**src/rtl/theta_gen_pkg.sv**
```systemverilog
// Shared constants, FSM encoding and fixed-point helpers for the theta_gen phase generator.
// THETA_OFFSET_EN adds the OFFSET state used for a constant phase offset.
package theta_gen_pkg;

    localparam int          SINGLE   = 32;
    localparam int          Q_FRAC   = 29;
    localparam logic [31:0] TWO_PI_Q = 32'hC90FDAA2;
    localparam logic [7:0]  EXP_ADJ  = 8'(127 - Q_FRAC);

    typedef enum logic [2:0] {
        ST_IDLE   = 3'd0,
        ST_ADD    = 3'd1,
        ST_WRAP   = 3'd2,
`ifdef THETA_OFFSET_EN
        ST_OFFSET = 3'd3,
`endif
        ST_NORM   = 3'd4,
        ST_PACK   = 3'd5
    } state_t;

    // Both operands of the sum are below 2*pi, so a single conditional subtract suffices.
    function automatic logic [31:0] wrap_2pi(input logic [32:0] s);
        if (s >= {1'b0, TWO_PI_Q})
            return 32'(s - {1'b0, TWO_PI_Q});
        return s[31:0];
    endfunction

    function automatic logic [4:0] lead_one(input logic [31:0] v);
        logic [4:0] p;
        p = '0;
        for (int i = 0; i < 32; i++)
            if (v[i]) p = 5'(i);
        return p;
    endfunction

endpackage

```
**src/rtl/theta_gen_if.sv**
```systemverilog
// Request/result bundle between a phase-step requester (master) and theta_gen (slave).
// THETA_OFFSET_EN adds the phase_off operand.
interface theta_gen_if;
    import theta_gen_pkg::*;

    logic              step;
    logic              load;
    logic [31:0]       dtheta;
    logic [31:0]       phase_init;
`ifdef THETA_OFFSET_EN
    logic [31:0]       phase_off;
`endif
    logic [SINGLE-1:0] theta;
    logic              theta_valid;
    logic              busy;
    logic              ovr;
    logic              err;

    modport master (
`ifdef THETA_OFFSET_EN
        output phase_off,
`endif
        output step, load, dtheta, phase_init,
        input  theta, theta_valid, busy, ovr, err
    );

    modport slave (
`ifdef THETA_OFFSET_EN
        input  phase_off,
`endif
        input  step, load, dtheta, phase_init,
        output theta, theta_valid, busy, ovr, err
    );

endinterface

```
**src/rtl/theta_gen_fix2float_q329.sv**
```systemverilog
// Unsigned Q3.29 to IEEE-754 single conversion: leading-one search registered in NORM,
// truncated pack registered in PACK. The packed word holds between PACK cycles.
module fix2float_q329
    import theta_gen_pkg::*;
(
    input  logic              clk,
    input  logic              rst,
    input  logic              i_norm_en,
    input  logic              i_pack_en,
    input  logic [31:0]       i_v,
    output logic [SINGLE-1:0] o_theta
);

    logic [31:0]       r_v;
    logic [4:0]        r_p;
    logic [SINGLE-1:0] r_theta;
    logic [22:0]       w_mant;
    logic [SINGLE-1:0] w_float;

    // NOTE: every combinational output gets a value on every path, so no latch is inferred.
    always_comb begin
        w_mant  = 23'({r_v << (5'd31 - r_p)} >> 8);
        w_float = {1'b0, {3'b000, r_p} + EXP_ADJ, w_mant};
        if (r_v == '0)
            w_float = '0;
    end

    // NOTE: registered state uses non-blocking assignments so all flops update together.
    always_ff @(posedge clk) begin
        if (rst) begin
            r_v     <= '0;
            r_p     <= '0;
            r_theta <= '0;
        end else begin
            if (i_norm_en) begin
                r_v <= i_v;
                r_p <= lead_one(i_v);
            end
            if (i_pack_en)
                r_theta <= w_float;
        end
    end

    assign o_theta = r_theta;

endmodule

```
**src/rtl/theta_gen.sv**
```systemverilog
// Phase accumulator with mod-2*pi wrap and float output, one request per timestep.
// Optional feature macro: THETA_OFFSET_EN (phase_off input plus OFFSET state).
module theta_gen
    import theta_gen_pkg::*;
(
    input logic       clk,
    input logic       rst,
    theta_gen_if.slave tg
);

    state_t      r_state;
    logic [31:0] r_acc;
    logic [31:0] r_opnd;
    logic [32:0] r_sum;
    logic        r_is_load;
    logic        r_busy;
    logic        r_valid;
    logic        r_ovr;
    logic        r_err;
    logic        w_req;
    logic        w_bad;
    logic [31:0] w_v;

`ifdef THETA_OFFSET_EN
    logic [31:0] r_off;
    logic [31:0] r_v;
    assign w_v = r_v;
`else
    assign w_v = r_acc;
`endif

    assign w_req = tg.step | tg.load;

    // load wins over step, so only the operand that will actually be used is range-checked.
    always_comb begin
        w_bad = tg.load ? (tg.phase_init >= TWO_PI_Q) : (tg.dtheta >= TWO_PI_Q);
`ifdef THETA_OFFSET_EN
        w_bad = w_bad | (tg.phase_off >= TWO_PI_Q);
`endif
    end

    always_ff @(posedge clk) begin
        if (rst) begin
            r_state   <= ST_IDLE;
            r_acc     <= '0;
            r_opnd    <= '0;
            r_sum     <= '0;
            r_is_load <= 1'b0;
            r_busy    <= 1'b0;
            r_valid   <= 1'b0;
            r_ovr     <= 1'b0;
            r_err     <= 1'b0;
`ifdef THETA_OFFSET_EN
            r_off     <= '0;
            r_v       <= '0;
`endif
        end else begin
            r_valid <= 1'b0;
            if (w_req && r_busy)
                r_ovr <= 1'b1;
            case (r_state)
                ST_IDLE: begin
                    // busy stays up through the strobe cycle, then drops here.
                    r_busy <= 1'b0;
                    if (w_req && !r_busy) begin
                        if (w_bad) begin
                            r_err <= 1'b1;
                        end else begin
                            r_opnd    <= tg.load ? tg.phase_init : tg.dtheta;
                            r_is_load <= tg.load;
`ifdef THETA_OFFSET_EN
                            r_off     <= tg.phase_off;
`endif
                            r_busy    <= 1'b1;
                            r_state   <= ST_ADD;
                        end
                    end
                end
                ST_ADD: begin
                    r_sum   <= r_is_load ? {1'b0, r_opnd} : {1'b0, r_acc} + {1'b0, r_opnd};
                    r_state <= ST_WRAP;
                end
                ST_WRAP: begin
                    r_acc   <= wrap_2pi(r_sum);
`ifdef THETA_OFFSET_EN
                    r_state <= ST_OFFSET;
                end
                ST_OFFSET: begin
                    r_v     <= wrap_2pi({1'b0, r_acc} + {1'b0, r_off});
`endif
                    r_state <= ST_NORM;
                end
                ST_NORM: r_state <= ST_PACK;
                ST_PACK: begin
                    r_valid <= 1'b1;
                    r_state <= ST_IDLE;
                end
                default: r_state <= ST_IDLE;
            endcase
        end
    end

    fix2float_q329 u_f2f (
        .clk       (clk),
        .rst       (rst),
        .i_norm_en (r_state == ST_NORM),
        .i_pack_en (r_state == ST_PACK),
        .i_v       (w_v),
        .o_theta   (tg.theta)
    );

    assign tg.theta_valid = r_valid;
    assign tg.busy        = r_busy;
    assign tg.ovr         = r_ovr;
    assign tg.err         = r_err;

endmodule

```
**src/flat_wrapper.sv**
```systemverilog
// flat-port wrapper written by rule: the top's interface ports become plain ports
module theta_gen_flat import theta_gen_pkg::*;
  (clk, rst, tg_step, tg_load, tg_dtheta, tg_phase_init, tg_theta, tg_theta_valid, tg_busy, tg_ovr, tg_err);
  theta_gen_if tg_i ();
  input logic clk;
  input logic rst;
  input wire logic [$bits(tg_i.step)-1:0] tg_step;
  input wire logic [$bits(tg_i.load)-1:0] tg_load;
  input wire logic [$bits(tg_i.dtheta)-1:0] tg_dtheta;
  input wire logic [$bits(tg_i.phase_init)-1:0] tg_phase_init;
  output wire logic [$bits(tg_i.theta)-1:0] tg_theta;
  output wire logic [$bits(tg_i.theta_valid)-1:0] tg_theta_valid;
  output wire logic [$bits(tg_i.busy)-1:0] tg_busy;
  output wire logic [$bits(tg_i.ovr)-1:0] tg_ovr;
  output wire logic [$bits(tg_i.err)-1:0] tg_err;
  assign tg_i.step = tg_step;
  assign tg_i.load = tg_load;
  assign tg_i.dtheta = tg_dtheta;
  assign tg_i.phase_init = tg_phase_init;
  assign tg_theta = tg_i.theta;
  assign tg_theta_valid = tg_i.theta_valid;
  assign tg_busy = tg_i.busy;
  assign tg_ovr = tg_i.ovr;
  assign tg_err = tg_i.err;
  theta_gen u_core (.clk(clk), .rst(rst), .tg(tg_i));
endmodule
```
**config.mk**
```make
export PLATFORM = sky130hd
export DESIGN_NAME = theta_gen_flat
export DESIGN_NICKNAME = d
export VERILOG_FILES = /design/src/rtl/theta_gen_pkg.sv /design/src/rtl/theta_gen_if.sv /design/src/rtl/theta_gen_fix2float_q329.sv /design/src/rtl/theta_gen.sv /design/src/flat_wrapper.sv
export SDC_FILE = /design/constraint.sdc
export NUM_CORES = 1
export LEC_CHECK = 0
export ABC_AREA = 1
export CAP_MARGIN = 20
export CORE_MARGIN = 2
export CORE_UTILIZATION = 40
export CTS_CLUSTER_DIAMETER = 80
export DETAILED_ROUTE_END_ITERATION = 6
export GPL_TIMING_DRIVEN = 0
export PLACE_DENSITY = 0.67
export SYNTH_ARGS = -nofsm -noshare
export SYNTH_HDL_FRONTEND = slang
export SYNTH_SLANG_ARGS = --single-unit
```
**constraint.sdc**
```tcl
create_clock -name clk -period 2.9 [get_ports clk]
set_clock_uncertainty 0.2 [all_clocks]
set_input_delay 0.29 -clock clk [delete_from_list [all_inputs] [get_ports clk]]
set_output_delay 0.29 -clock clk [all_outputs]
set_load 0.1 [all_outputs]
```
==> metrics.txt <==
status complete, but fails checks; failing checks negative setup slack; Pwr Density 605 nW/um2; critical path's slowest cell dfxtp_4; DP HPWL 29500 um; crit path capture type register; Slew Viols, Final 0; met2 WL 18700 um; Post-Synth Simple-Gate Area 24.0%; buffering stage count on the worst path with inverters included 3; combinational share of power 35.2%; Clock Latency Late Sink 0.44 ns; Syn Area/Cell 6.50 um2; Worst EP arrival 3.18 ns; final hold violations 0; power share of the sequential group 36.7%; starting density of the core 40.5%; Fill cells 2773; Synth Register Bits 173; DIE WIDTH 169 um; kind of critical path reg2reg; NetSw 3.38 mW; Post-synth EDFFs 0; TritonRoute pass-1 iters 5; drt drc 0; Async SR Flop Fraction 0%; Adder-Cell Fraction of Synth Area 4.09%; RSZ-0062 raised after global routing true; Ys Warns 0; met3 WL 1840 um; clk slew on worst S/H paths 0.07 ns; complex-gate fraction of the synthesized area 27.0%; Die H 169 um; final worst slack -0.111 ns; H-Tree Depth 4; Leak 5.85 nW; post-synthesis mux area share 0.735%; Max Cap Viol 0; share of cells above drive strength 1 11.7%; count of cell types in the netlist 55; WL met1 15400 um; reg2reg setup slack -0.11 ns; sw frac 40.5%; Routed Antenna Nets 0; Sink Count 173; port buffer count 100; routed via count 11900; Main synth FF type dfxtp_1; VDD IR max 0.462 mV; first-pass GRT wire length 58100 um; CTS max path bufs 2; vias in the first global route 11400; pre-CTS setup slack -0.513 ns; Worst Max-Slew Pin Slew 1.01 ns; Total GRT Usage 25.9%; vias per cell 5.43; Int Power 4.96 mW; XOR/XNOR share of the synthesized area 2.65%; DRT iter0 DRCs 791; startpoint types register; Post-Syn Area 10900 um2; CTS Buf Count 17; Max stage delay on crit path 0.38 ns; largest net degree at the start of global routing 19; fin crit period 3.01 ns; Post-Place Cell Area 12300 um2; num ports 104; hold crit path type in2reg; CTS tree done; Tcrit/Tclk final 104%; crit path cell chain ha_4 > inv_2 > fa_2 > inv_2 > nand3_2 > nand2_4 > a21oi_4 > o21bai_4 > a21oi_4 > o21ai_2 > a21boi_2 > o21ai_2 > a21oi_2 > o21bai_1 > buf_4 > xor2_1 > o21ai_1 > a21oi_1; GPL Wtd Cong 0.932; Design Area, Final 13800 um2; Clk network pwr share 28.1%; required time of the critical path 3.07 ns; core footprint 26900 um2; die area 28600 um2; Final Setup Violations 3; WHS 0.215 ns; largest family of logic cells by synthesized area compound AO/OA/AOI/OAI gates; syn_nets 1778; commonest non-fill, non-tap cell in the layout nand2_1; initial antenna violation count 0; Root Buffer Master clkbuf_16; sequential area share after synthesis 31.8%; relative slew slack 32.2%; Wirelength per Cell 17.2 um; final WL 37700 um; most frequent cells in the layout 387 x nand2_1, 178 x a21oi_1, 161 x inv_1; GRT overflow 0; Synth Instances 1675; crit-path max FO 3; Area Growth Syn to Fin 26.5%; highest metal used met4; Max Clock Freq 0.332 GHz; delay-heaviest family, CP compound AO/OA/AOI/OAI gates; nets 1945; # rows 60; # diodes 0
## tightest hold or removal path, delay by kind of cell
family	cells	cell delay [ns]
AND/OR/NAND/NOR	1	0.07
buffers and inverters	1	0.39
AO/OA/AOI/OAI	1	0.07
## per-stage QoR
stage	util, %	std cells	total power, mW	TNS [ns]
after floorplan	-	1675	4.86	0
after global placement	45.8	2116	5.72	-12.94
after detailed placement	45.9	2117	5.75	-15.28
after CTS	49.4	2178	8.17	-0.569
after global routing	51.3	2196	8.83	-2.34
final	51.3	2196	8.34	-0.226
## final cells by class
| cell class | instances | area [um2] | area share, % |
|---|---|---|---|
| inverters | 176 | 672 | 4.88 |
| clock inverters | 15 | 168 | 1.22 |
| multi-input cells | 1231 | 6760 | 49.1 |
| flip-flops and latches | 173 | 3490 | 25.3 |
| plain buffers | 94 | 417 | 3.02 |
| clock buffers | 17 | 425 | 3.09 |
| repair buffers | 149 | 1420 | 10.3 |
| well taps | 341 | 427 | 3.10 |
## power groups by stage
stage	clock network (mW)	registers [mW]	logic, mW
2_1_floorplan	0	2.99	1.87
3_3_place_gp	0	3.05	2.67
3_5_place_dp	0	3.06	2.69
4_1_cts	2.37	3.02	2.78
5_1_grt	2.48	3.09	3.26
6_report	2.35	3.06	2.93
## synthesized netlist by cell type (2+ instances only)
library cell    n  area share [%]
o21ai_2         8            0.64
dfxtp_1       173              32
nor4_1         15            0.86
nor3_1         18            0.83
o21bai_1        3            0.21
mux2i_1         8            0.74
a21boi_2        2            0.21
nand2_1       407              14
a221oi_1        4            0.32
xnor2_1        15             1.2
inv_2           3            0.10
buf_6           3            0.31
nand2_2         4            0.23
a21oi_1       192             8.8
buf_1           7            0.24
a21o_1          2            0.14
nand3_2         3            0.28
a32oi_1         2            0.16
o211ai_1       31             2.1
nand3_1        55             2.5
inv_1         169             5.8
a21oi_2         6            0.48
ha_1           34             3.9
or2_2           2            0.11
a21boi_1        2            0.14
buf_2          10            0.46
and3_1          2            0.11
nor2_1        113             3.9
o22ai_1        11            0.63
a31oi_1        43             2.5
clkbuf_1       73             2.5
o221ai_1        9            0.72
o31ai_1         2            0.14
buf_4           2            0.14
a22o_1          2            0.16
o21a_1          4            0.28
xor2_1         18             1.4
nand4_1        11            0.63
o21ai_1        32             1.5
o21ai_0       158             7.3
clkinv_1        3            0.10
## final timing paths
path / start / depth (start not counted) / to
setup / recovery: u_core.r_opnd[0]$_SDFFE_PP0P_ / 18 / u_core.r_sum[28]$_SDFFE_PP0N_
hold / removal: tg_phase_init[0] / 3 / u_core.r_opnd[0]$_SDFFE_PP0P_
setup reg to reg: u_core.r_opnd[0]$_SDFFE_PP0P_ / 18 / u_core.r_sum[28]$_SDFFE_PP0N_
hold reg to reg: u_core.tg.ovr$_SDFFE_PP0P_ / 2 / u_core.tg.ovr$_SDFFE_PP0P_
## sequential cells by signal (all words and copies together), names as in the netlist
name                   count
u_core.tg.ovr              1
u_core.r_state             3
u_core.r_acc              32
u_core.tg.err              1
u_core.r_sum              33
u_core.r_is_load           1
u_core.r_opnd             32
u_core.tg.theta_valid      1
u_core.u_f2f.o_theta      31
u_core.u_f2f.r_v          32
u_core.u_f2f.r_p           5
u_core.tg.busy             1
## logic make-up (layout without fill, tap and decap cells)
group / after synthesis / count (layout)
and+or+nand+nor: 635 / 635
AOI/OAI and AO/OA: 519 / 519
buffers and inverters: 271 / 451
DFF: 173 / 173
adders and majority gates: 35 / 35
xor gates and xnor gates: 33 / 33
muxes: 8 / 8
other: 1 / 1
## routing by layer
layer	global-route usage (%)	up-vias
li1	-	6005
met1	30.2	5397
met2	48.2	419
met3	2.74	104
met4	10.9	0
met5	0	-
## repair_timing
item | CTS | global route
pin swaps | 24 | 47
setup buffers | 29 | 16
setup endpoints to repair | 51 | 91
gates cloned | 0 | 3
hold buffers | 0 | 0
resized for setup | 42 | 84
Note: power is estimated with default switching activity, not from simulation.
